--- src/rtl/enigma_host_driver.sv ---
// enigma_host_driver: FIFO-buffered initiator for the Enigma core's ready/data character handshake.
// Optional ENIGMA_HOST_DRIVER_FILTER_EN: uppercase a-z and drop non-letters at pop.
module enigma_host_driver #(
  parameter int FIFO_DEPTH = 8,
  parameter int READY_HOLD = 3,
  parameter int TIMEOUT    = 64
) (
  input  logic       i_clock,
  input  logic       i_reset_n,
  input  logic       i_wr_valid,
  input  logic [7:0] i_wr_data,
  output logic       o_wr_full,
  output logic       o_core_ready,
  output logic [7:0] o_core_data,
  input  logic       i_core_ready,
  input  logic [7:0] i_core_data,
  output logic       o_rd_valid,
  output logic [7:0] o_rd_data,
  input  logic       i_rd_ack,
  output logic       o_busy,
  output logic       o_timeout
);
  localparam int AW = $clog2(FIFO_DEPTH);
  localparam int CW = AW + 1;
  localparam int HW = $clog2(READY_HOLD + 1);
  localparam int TW = $clog2(TIMEOUT + 1);
  typedef enum logic [1:0] {S_IDLE, S_PRESENT, S_WAIT, S_DELIVER} state_e;
  state_e         state_q, state_d;
  logic [7:0]     mem_q [FIFO_DEPTH];
  logic [AW-1:0]  wr_ptr_q, wr_ptr_d, rd_ptr_q, rd_ptr_d;
  logic [CW-1:0]  count_q, count_d;
  logic [HW-1:0]  hold_q, hold_d;
  logic [TW-1:0]  tmo_q, tmo_d;
  logic           prev_rdy_q, got_q, got_d, core_ready_q, core_ready_d;
  logic           rd_valid_q, rd_valid_d, timeout_q, timeout_d;
  logic [7:0]     got_data_q, got_data_d, core_data_q, core_data_d, rd_data_q, rd_data_d;
  logic           wr_ok, pop, rise, fwd;
  logic [7:0]     head, byte_f;
  always_comb begin
    wr_ok = i_wr_valid && (count_q < CW'(FIFO_DEPTH));
    head = mem_q[rd_ptr_q];
`ifdef ENIGMA_HOST_DRIVER_FILTER_EN
    byte_f = (head >= "a" && head <= "z") ? head - 8'd32 : head;
    fwd = byte_f >= "A" && byte_f <= "Z";
`else
    byte_f = head;
    fwd = 1'b1;
`endif
    rise = i_core_ready & ~prev_rdy_q;
    pop = 1'b0;
    state_d = state_q;
    hold_d = hold_q;
    tmo_d = tmo_q;
    got_d = got_q;
    got_data_d = got_data_q;
    core_ready_d = core_ready_q;
    core_data_d = core_data_q;
    rd_valid_d = rd_valid_q;
    rd_data_d = rd_data_q;
    timeout_d = timeout_q;
    case (state_q)
      S_IDLE: if (count_q != '0) begin
        pop = 1'b1;
        if (fwd) begin
          core_data_d = byte_f;
          core_ready_d = 1'b1;
          hold_d = HW'(READY_HOLD - 1);
          state_d = S_PRESENT;
        end
      end
      S_PRESENT: begin
        if (rise) begin
          got_d = 1'b1;
          got_data_d = i_core_data;
        end
        if (hold_q == '0) begin
          core_ready_d = 1'b0;
          tmo_d = TW'(TIMEOUT - 1);
          state_d = S_WAIT;
        end else hold_d = hold_q - 1'b1;
      end
      S_WAIT: if (got_q || rise) begin
        rd_data_d = got_q ? got_data_q : i_core_data;
        rd_valid_d = 1'b1;
        got_d = 1'b0;
        state_d = S_DELIVER;
      end else if (tmo_q == '0) begin
        timeout_d = 1'b1;
        state_d = S_IDLE;
      end else tmo_d = tmo_q - 1'b1;
      S_DELIVER: if (i_rd_ack) begin
        rd_valid_d = 1'b0;
        state_d = S_IDLE;
      end
      default: state_d = S_IDLE;
    endcase
    wr_ptr_d = wr_ptr_q + AW'(wr_ok);
    rd_ptr_d = rd_ptr_q + AW'(pop);
    count_d = count_q + CW'(wr_ok) - CW'(pop);
  end
  always_ff @(posedge i_clock) begin
    if (wr_ok) mem_q[wr_ptr_q] <= i_wr_data;
    if (!i_reset_n) begin
      state_q <= S_IDLE;
      wr_ptr_q <= '0;
      rd_ptr_q <= '0;
      count_q <= '0;
      hold_q <= '0;
      tmo_q <= '0;
      prev_rdy_q <= 1'b0;
      got_q <= 1'b0;
      got_data_q <= 8'h00;
      core_ready_q <= 1'b0;
      core_data_q <= 8'h00;
      rd_valid_q <= 1'b0;
      rd_data_q <= 8'h00;
      timeout_q <= 1'b0;
    end else begin
      state_q <= state_d;
      wr_ptr_q <= wr_ptr_d;
      rd_ptr_q <= rd_ptr_d;
      count_q <= count_d;
      hold_q <= hold_d;
      tmo_q <= tmo_d;
      prev_rdy_q <= i_core_ready;
      got_q <= got_d;
      got_data_q <= got_data_d;
      core_ready_q <= core_ready_d;
      core_data_q <= core_data_d;
      rd_valid_q <= rd_valid_d;
      rd_data_q <= rd_data_d;
      timeout_q <= timeout_d;
    end
  end
  assign o_wr_full = count_q == CW'(FIFO_DEPTH);
  assign o_core_ready = core_ready_q;
  assign o_core_data = core_data_q;
  assign o_rd_valid = rd_valid_q;
  assign o_rd_data = rd_data_q;
  assign o_busy = state_q != S_IDLE || count_q != '0;
  assign o_timeout = timeout_q;
endmodule
--- config.mk ---
export PLATFORM = sky130hd
export DESIGN_NAME = enigma_host_driver
export DESIGN_NICKNAME = d
export VERILOG_FILES = /design/src/rtl/enigma_host_driver.sv
export SDC_FILE = /design/constraint.sdc
export NUM_CORES = 1
export LEC_CHECK = 0
export ABC_AREA = 1
export CORE_AREA = 5 5 104 106
export CTS_CLUSTER_DIAMETER = 60
export DETAILED_ROUTE_END_ITERATION = 10
export DIE_AREA = 0 0 109 111
export PLACE_DENSITY = 0.74
export REMOVE_ABC_BUFFERS = 1
export SKIP_LAST_GASP = 1
export SLEW_MARGIN = 20
export SYNTH_ARGS = -nofsm -noshare
export SYNTH_HDL_FRONTEND = slang
export SYNTH_SLANG_ARGS = --single-unit
--- constraint.sdc ---
create_clock -name i_clock -period 2.4 [get_ports i_clock]
set_input_delay 0.36 -clock i_clock [delete_from_list [all_inputs] [get_ports i_clock]]
set_output_delay 0.36 -clock i_clock [all_outputs]
set_load 0.005 [all_outputs]
==> impl_results.rst, run 1 <==
.. list-table::
   :header-rows: 1

   * - Metric
     - Value
   * - DIE AREA
     - 12100 µm²
   * - Biggest fanout along the worst timing path
     - 3
   * - GRT Resource Usage Total
     - 0.201
   * - Library cells used by synthesis
     - 30
   * - Number of max-slew violations in the final report
     - 0
   * - Aggregate negative setup slack
     - 0 ps
   * - Critical path data required time
     - 2040 ps
   * - Number of I/O pins
     - 42
   * - Pin slew with the least headroom to its limit
     - 728 ps
   * - Utilization of the core after routing
     - 0.648
   * - Worst-path cell chain
     - inv_1 > ha_1 > nor3b_1 > clkdlybuf4s50_1
   * - Worst clock skew
     - 5.33 ps
   * - Crit-path max cell delay
     - 570 ps
   * - Total overflow reported by the global router
     - 0
   * - Number of nets at the end of the flow
     - 687
   * - Number of cells in the finished layout apart from fillers
     - 795
   * - Clock power share
     - 0.302
   * - Via count of the first global-routing pass
     - 3929
   * - Clock latency on the worst-skew pair
     - 510 ps
   * - Final setup viols
     - 0
   * - Setup repair after global routing missed its margin
     - false
   * - Standard cell with the maximum stage delay on the critical path
     - sky130_fd_sc_hd__clkdlybuf4s50_1
   * - Overall power consumption
     - 7.41 mW
   * - GPL Wtd Cong
     - 0.870
   * - Comb power frac
     - 0.351
   * - Share of total power consumed by net switching
     - 0.349
   * - Power density over the cells
     - 1180 nW/µm²
   * - Result of the run
     - complete, no violations
   * - Row count
     - 36
   * - Internal portion of total power
     - 4.82 mW
   * - Post-synthesis sequential area ratio
     - 0.565
   * - Total length of routed wires
     - 11.2 mm
   * - Crit Path Category
     - reg -> out
   * - Synth-to-layout area growth
     - 21.3%
   * - TritonCTS clock tree
     - done
   * - H-tree depth
     - 4
   * - Number of clock sinks seen by CTS
     - 114
   * - Remaining design rule violation count
     - 0
   * - Crit path launch type
     - flop
   * - Detail-routed net length per standard cell
     - 14.0 µm
   * - Post-synth EDFFs
     - 64
   * - Max rail drop VDD
     - 0.537 mV
   * - Most used flip-flop cell after synthesis
     - sky130_fd_sc_hd__edfxtp_1
   * - Die Y-Extent
     - 111 µm
   * - Share of final-layout standard cells stronger than drive strength 1
     - 0.0770
   * - Crit end category
     - output port
   * - Remaining max-slew budget at the tightest pin
     - 0.514
   * - #FFs+latches synth
     - 114
   * - Inserted Clock Buffers
     - 17
   * - Number of routed nets with antenna violations
     - 0
   * - Die Span X
     - 109 µm
   * - Max Fclk
     - 0.441 GHz
   * - Synthesized area per cell
     - 8.68 µm²
   * - Total number of vias
     - 4014
   * - Fill cell count
     - 811
   * - ANT cells
     - 0
   * - Share of power burned in registers
     - 0.347
   * - Global-route wire length before repair
     - 19.0 mm
   * - Initial antenna violation count
     - 0
   * - Post-Synthesis Cell Area
     - 5170 µm²
   * - Starting density of the core
     - 0.534
   * - Leakage power figure
     - 2.74 nW
   * - Clock period minus worst slack
     - 2270 ps
   * - Maximum number of pins on one net before global-route repair
     - 34
   * - Arrival time at the worst endpoint
     - 1910 ps
   * - PortBufs
     - 41
   * - Ys async rst share
     - 0
   * - Clock-pin slew of the registers on the worst-case setup and hold paths
     - 50 ps
   * - Fin. Hold Viols
     - 0
   * - Vias per std cell
     - 5.05
   * - Syn Inst Count
     - 596
   * - Post CTS Setup Buffer Count
     - 0
   * - Detailed placer's ending HPWL
     - 7.48 mm
   * - Fraction of the cycle the final worst path needs
     - 0.945
   * - Detailed Routing Iterations Pass 1
     - 5
   * - Max Root-Sink Buffers
     - 2
   * - Buffer cell driving the clock tree root
     - sky130_fd_sc_hd__clkbuf_8
   * - Synthesis warning total
     - 0
   * - Placed cells
     - 763
   * - Number of DRC violations after detailed-routing iteration 0
     - 297
   * - Core Footprint
     - 9680 µm²
   * - Hold Path Class
     - in -> reg
   * - Count of maximum capacitance violations
     - 0
   * - Sw Pwr
     - 2.58 mW
==> stage by stage <==
step / hold slack, ps / instance area [µm²] / worst slack [ps]
5_1_grt: 458 / 6280 / 43.7
4_1_cts: 413 / 6270 / 41.7
6_report: 430 / 6280 / 133
3_3_place_gp: 434 / 5740 / 254
2_1_floorplan: 424 / 5060 / 399
3_5_place_dp: 446 / 5740 / 176
==> worst paths after layout <==
path                                    start             to  slack, ps  cells after the start
worst max-delay path               count_q[2]      o_wr_full        130                      4
worst min-delay path             i_core_ready     prev_rdy_q        430                      3
worst max register to register     state_q[0]     count_q[2]        260                     11
worst min register to register  got_data_q[7]  got_data_q[7]        450                      2
==> power groups by stage <==
stage                     clock [mW]  sequential (mW)  combinational (mW)
after floorplan                    0             2.64                1.62
after global placement             0             2.59                2.47
after detailed placement           0             2.60                2.55
after CTS                       2.26             2.57                2.60
after global routing            2.38             2.60                2.96
final                           2.24             2.57                2.60
==> sequential cells by signal, summed over array words and instances, names as in the netlist <==
signal,cells
hold_q,2
got_data_q,8
got_q,1
o_rd_data,8
o_core_ready,1
o_timeout,1
state_q,2
wr_ptr_q,3
prev_rdy_q,1
rd_ptr_q,3
o_rd_valid,1
mem_q,64
count_q,4
tmo_q,7
o_core_data,8
==> Yosys cell counts (2+ instances only) <==
master,count,area share
sky130_fd_sc_hd__buf_2,11,0.011
sky130_fd_sc_hd__a21oi_1,26,0.025
sky130_fd_sc_hd__nand3_1,63,0.061
sky130_fd_sc_hd__o21ai_0,29,0.028
sky130_fd_sc_hd__nand2_4,2,0.0044
sky130_fd_sc_hd__dfxtp_1,50,0.19
sky130_fd_sc_hd__clkbuf_8,2,0.0053
sky130_fd_sc_hd__nand2_1,156,0.11
sky130_fd_sc_hd__clkbuf_1,6,0.0044
sky130_fd_sc_hd__nand3b_1,2,0.0029
sky130_fd_sc_hd__ha_1,16,0.039
sky130_fd_sc_hd__nand2_2,2,0.0024
sky130_fd_sc_hd__edfxtp_1,64,0.37
sky130_fd_sc_hd__inv_2,2,0.0015
sky130_fd_sc_hd__xor2_1,2,0.0034
sky130_fd_sc_hd__nor2_1,55,0.040
sky130_fd_sc_hd__xnor2_1,2,0.0034
sky130_fd_sc_hd__inv_1,94,0.068
==> worst max-delay path: cells and delay by family (launching register included) <==
kind	cells	cell delay [ps]
DFF	1	300
buffers and inverters	2	660
and+or+nand+nor	1	290
adders and majority gates	1	150
==> layout make-up <==
class / instances / area, µm² / share of cell area
Sequential cell: 114 / 2920 / 0.466
Multi-Input combinational cell: 365 / 1780 / 0.284
Timing Repair Buffer: 54 / 508 / 0.0809
Clock buffer: 25 / 474 / 0.0755
Inverter: 97 / 364 / 0.0580
Tap cell: 133 / 166 / 0.0265
Clock inverter: 7 / 61.3 / 0.00977
==> cells in the final DEF, fill, tap and decap left out, types with 4 or more instances in the layout <==
master,n
sky130_fd_sc_hd__o21ai_0,29
sky130_fd_sc_hd__nand2_1,156
sky130_fd_sc_hd__inv_1,94
sky130_fd_sc_hd__clkbuf_8,4
sky130_fd_sc_hd__dfxtp_1,50
sky130_fd_sc_hd__a21oi_1,26
sky130_fd_sc_hd__clkdlybuf4s50_1,41
sky130_fd_sc_hd__nor2_1,55
sky130_fd_sc_hd__buf_4,13
sky130_fd_sc_hd__ha_1,16
sky130_fd_sc_hd__clkbuf_1,5
sky130_fd_sc_hd__nand3_1,62
sky130_fd_sc_hd__clkbuf_16,16
sky130_fd_sc_hd__edfxtp_1,64
sky130_fd_sc_hd__clkinv_2,4
==> cells by family (layout without fill, tap and decap cells) <==
family | Yosys count | after routing | synth area share
fa+ha+maj | 17 | 17 | 0.0426
xor+xnor | 4 | 4 | 0.00677
flops | 114 | 114 | 0.565
compound gates | 57 | 57 | 0.0578
buf+inv | 117 | 183 | 0.0921
simple gates | 287 | 287 | 0.236
==> per-layer routing <==
layer,vias up,global-route usage,wire length [µm]
li1,2007,-,-
met1,1877,0.275,4980
met2,114,0.305,5350
met3,16,0.0536,662
met4,0,0.0724,165
met5,-,0,0
==> what timing repair did <==
item,CTS,global route
resized for setup,0,1
setup endpoints to repair,0,1
hold buffers,0,0
No activity file was read; power rests on OpenSTA's default activity.
==> inputs of run 2 (changes only) <==
Settings changed: CORE_AREA 5 5 104 106 to 4 4 103 105, DIE_AREA 0 0 109 111 to 0 0 107 109.
==> run 2 against run 1 <==
Compared with the run above: total power increased by 3.6%; cell count increased by 0.38%; sequential share of layout area decreased by 0.63 points; critical endpoint is now o_busy; clock-buffer cell count decreased by 5; fmax decreased by 1.1%; clock power increased by 13%; die area decreased by 3.6%; global-route usage increased by 0.20 points.
==> impl_results.rst, run 2 (synthesis gave the netlist of run 1 again) <==
.. list-table::
   :header-rows: 1

   * - Metric
     - Value
   * - GRT Resource Usage Total
     - 0.203
   * - Remaining design rule violation count
     - 0
   * - Arrival time at the worst endpoint
     - 1930 ps
   * - Pin slew with the least headroom to its limit
     - 565 ps
   * - ANT cells
     - 0
   * - Number of max-slew violations in the final report
     - 0
   * - Total number of vias
     - 3940
   * - Detail-routed net length per standard cell
     - 13.7 µm
   * - TritonCTS clock tree
     - done
   * - Standard cell with the maximum stage delay on the critical path
     - sky130_fd_sc_hd__clkdlybuf4s50_1
   * - Inserted Clock Buffers
     - 17
   * - Utilization of the core after routing
     - 0.660
   * - Initial antenna violation count
     - 0
   * - Max Fclk
     - 0.436 GHz
   * - Internal portion of total power
     - 5.08 mW
   * - Clock-pin slew of the registers on the worst-case setup and hold paths
     - 50 ps
   * - Cell area after placement
     - 5760 µm²
   * - Number of cells in the finished layout apart from fillers
     - 798
   * - Vias per std cell
     - 4.94
   * - Total overflow reported by the global router
     - 0
   * - Number of DRC violations after detailed-routing iteration 0
     - 153
   * - Number of clock sinks seen by CTS
     - 114
   * - Hold Path Class
     - in -> reg
   * - Via count of the first global-routing pass
     - 3900
   * - Quantity of hold-fixing buffers added after cts
     - 0
   * - Starting density of the core
     - 0.537
   * - Share of total power consumed by net switching
     - 0.338
   * - Core Footprint
     - 9640 µm²
   * - Comb power frac
     - 0.336
   * - Biggest fanout along the worst timing path
     - 4
   * - H-tree depth
     - 4
   * - Clock latency on the worst-skew pair
     - 510 ps
   * - Clock period minus worst slack
     - 2290 ps
   * - Sw Pwr
     - 2.59 mW
   * - Critical path data required time
     - 2040 ps
   * - Number of nets at the end of the flow
     - 690
   * - Remaining max-slew budget at the tightest pin
     - 0.623
   * - Fin. Hold Viols
     - 0
   * - Aggregate negative setup slack
     - 0 ps
   * - Number of routed nets with antenna violations
     - 0
   * - Crit Path Category
     - reg -> out
   * - Max Root-Sink Buffers
     - 2
   * - GPL Wtd Cong
     - 0.823
   * - Most flops, register
     - mem_q
   * - Row count
     - 36
   * - Crit-path max cell delay
     - 520 ps
   * - Worst path bufs/invs
     - 2
   * - Most common cell after layout, fill and taps aside
     - sky130_fd_sc_hd__nand2_1
   * - Synth-to-layout area growth
     - 23.0%
   * - Count of maximum capacitance violations
     - 0
   * - Final setup viols
     - 0
   * - Crit path launch type
     - flop
   * - Commonest cells after routing, fill and taps aside
     - sky130_fd_sc_hd__nand2_1 (156), sky130_fd_sc_hd__inv_1 (94), sky130_fd_sc_hd__edfxtp_1 (64)
   * - Setup repair after global routing missed its margin
     - false
   * - Fill cell count
     - 776
   * - PortBufs
     - 41
   * - Final cell area excluding filler cells
     - 6360 µm²
   * - Overall power consumption
     - 7.68 mW
   * - Share of final-layout standard cells stronger than drive strength 1
     - 0.0857
   * - Placed cells
     - 766
   * - Die Y-Extent
     - 109 µm
   * - Detailed placer's ending HPWL
     - 6.85 mm
   * - Max rail drop VDD
     - 0.630 mV
   * - Number of flip-flops under the largest register name
     - 64
   * - Leakage power figure
     - 2.79 nW
   * - Crit end category
     - output port
   * - Fraction of the cycle the final worst path needs
     - 0.955
   * - Global-route wire length before repair
     - 18.1 mm
   * - Result of the run
     - complete, no violations
   * - Buffer cell driving the clock tree root
     - sky130_fd_sc_hd__clkbuf_8
   * - Worst-path cell chain
     - inv_1 > ha_1 > nand3_2 > clkdlybuf4s50_1
   * - Detailed Routing Iterations Pass 1
     - 5
   * - Die Span X
     - 107 µm
   * - Power density over the cells
     - 1210 nW/µm²
   * - Maximum number of pins on one net before global-route repair
     - 34
   * - Worst clock skew
     - 8.73 ps
   * - Total length of routed wires
     - 10.9 mm
   * - DIE AREA
     - 11700 µm²
   * - Kind of cell adding the most delay to the critical path
     - buffers and inverters
   * - Number of I/O pins
     - 42
   * - Clock power share
     - 0.330
   * - Share of power burned in registers
     - 0.334
run 2: cell types whose count changed in the layout (fill, tap and decap cells not counted):
cell and change:
sky130_fd_sc_hd__clkbuf_1 -3, sky130_fd_sc_hd__bufinv_16 +3, sky130_fd_sc_hd__clkinv_2 +1, sky130_fd_sc_hd__clkbuf_8 -2, sky130_fd_sc_hd__clkinvlp_4 +1, sky130_fd_sc_hd__buf_4 +3
run 2: metal layers:
layer,track usage,vias up,share of wire
li1,-,2015,-
met1,0.238,1810,0.42
met2,0.343,101,0.50
met3,0.0568,14,0.063
met4,0.101,0,0.016
met5,0,-,0
run 2: path summary, 6_finish.rpt:
path	slack (ps)	cells after the start	from	endpoint
hold / removal	440	3	i_core_ready	prev_rdy_q
setup / recovery	110	4	state_q[0]	o_busy
hold reg to reg	450	2	got_data_q[3]	got_data_q[3]
setup reg to reg	280	11	state_q[1]	count_q[2]
run 2: worst min-delay path, cell delays in order:
cell	delay, ps
sky130_fd_sc_hd__clkdlybuf4s50_1	440
sky130_fd_sc_hd__nand2_1	70
sky130_fd_sc_hd__inv_1	40
run 2: layout make-up:
cell class,instances,area (µm²),area share
clock inverter,12,164,0.0258
inverter,97,364,0.0572
clock buffer,20,435,0.0684
tap,133,166,0.0262
multi-input combinational,365,1780,0.280
sequential,114,2920,0.459
timing repair buffer,57,531,0.0834
run 2: power by group through the flow:
| stage | clock network [mW] | logic [mW] | registers (mW) |
|---|---|---|---|
| after global routing | 2.66 | 2.91 | 2.60 |
| final | 2.53 | 2.58 | 2.57 |
| after CTS | 2.57 | 2.57 | 2.56 |
| after floorplan | 0 | 1.62 | 2.64 |
| after detailed placement | 0 | 2.53 | 2.60 |
| after global placement | 0 | 2.45 | 2.59 |
run 2: repair_timing:
item	in CTS	in global routing
resized for setup	0	1
setup endpoints to repair	0	1
buffers inserted	0	0
run 2: through the flow:
step                worst slack (ps)  hold slack, ps
finish                           107             444
global route                    14.8             455
CTS                             14.6             425
detailed placement               261             441
global placement                 313             432
floorplan                        399             424
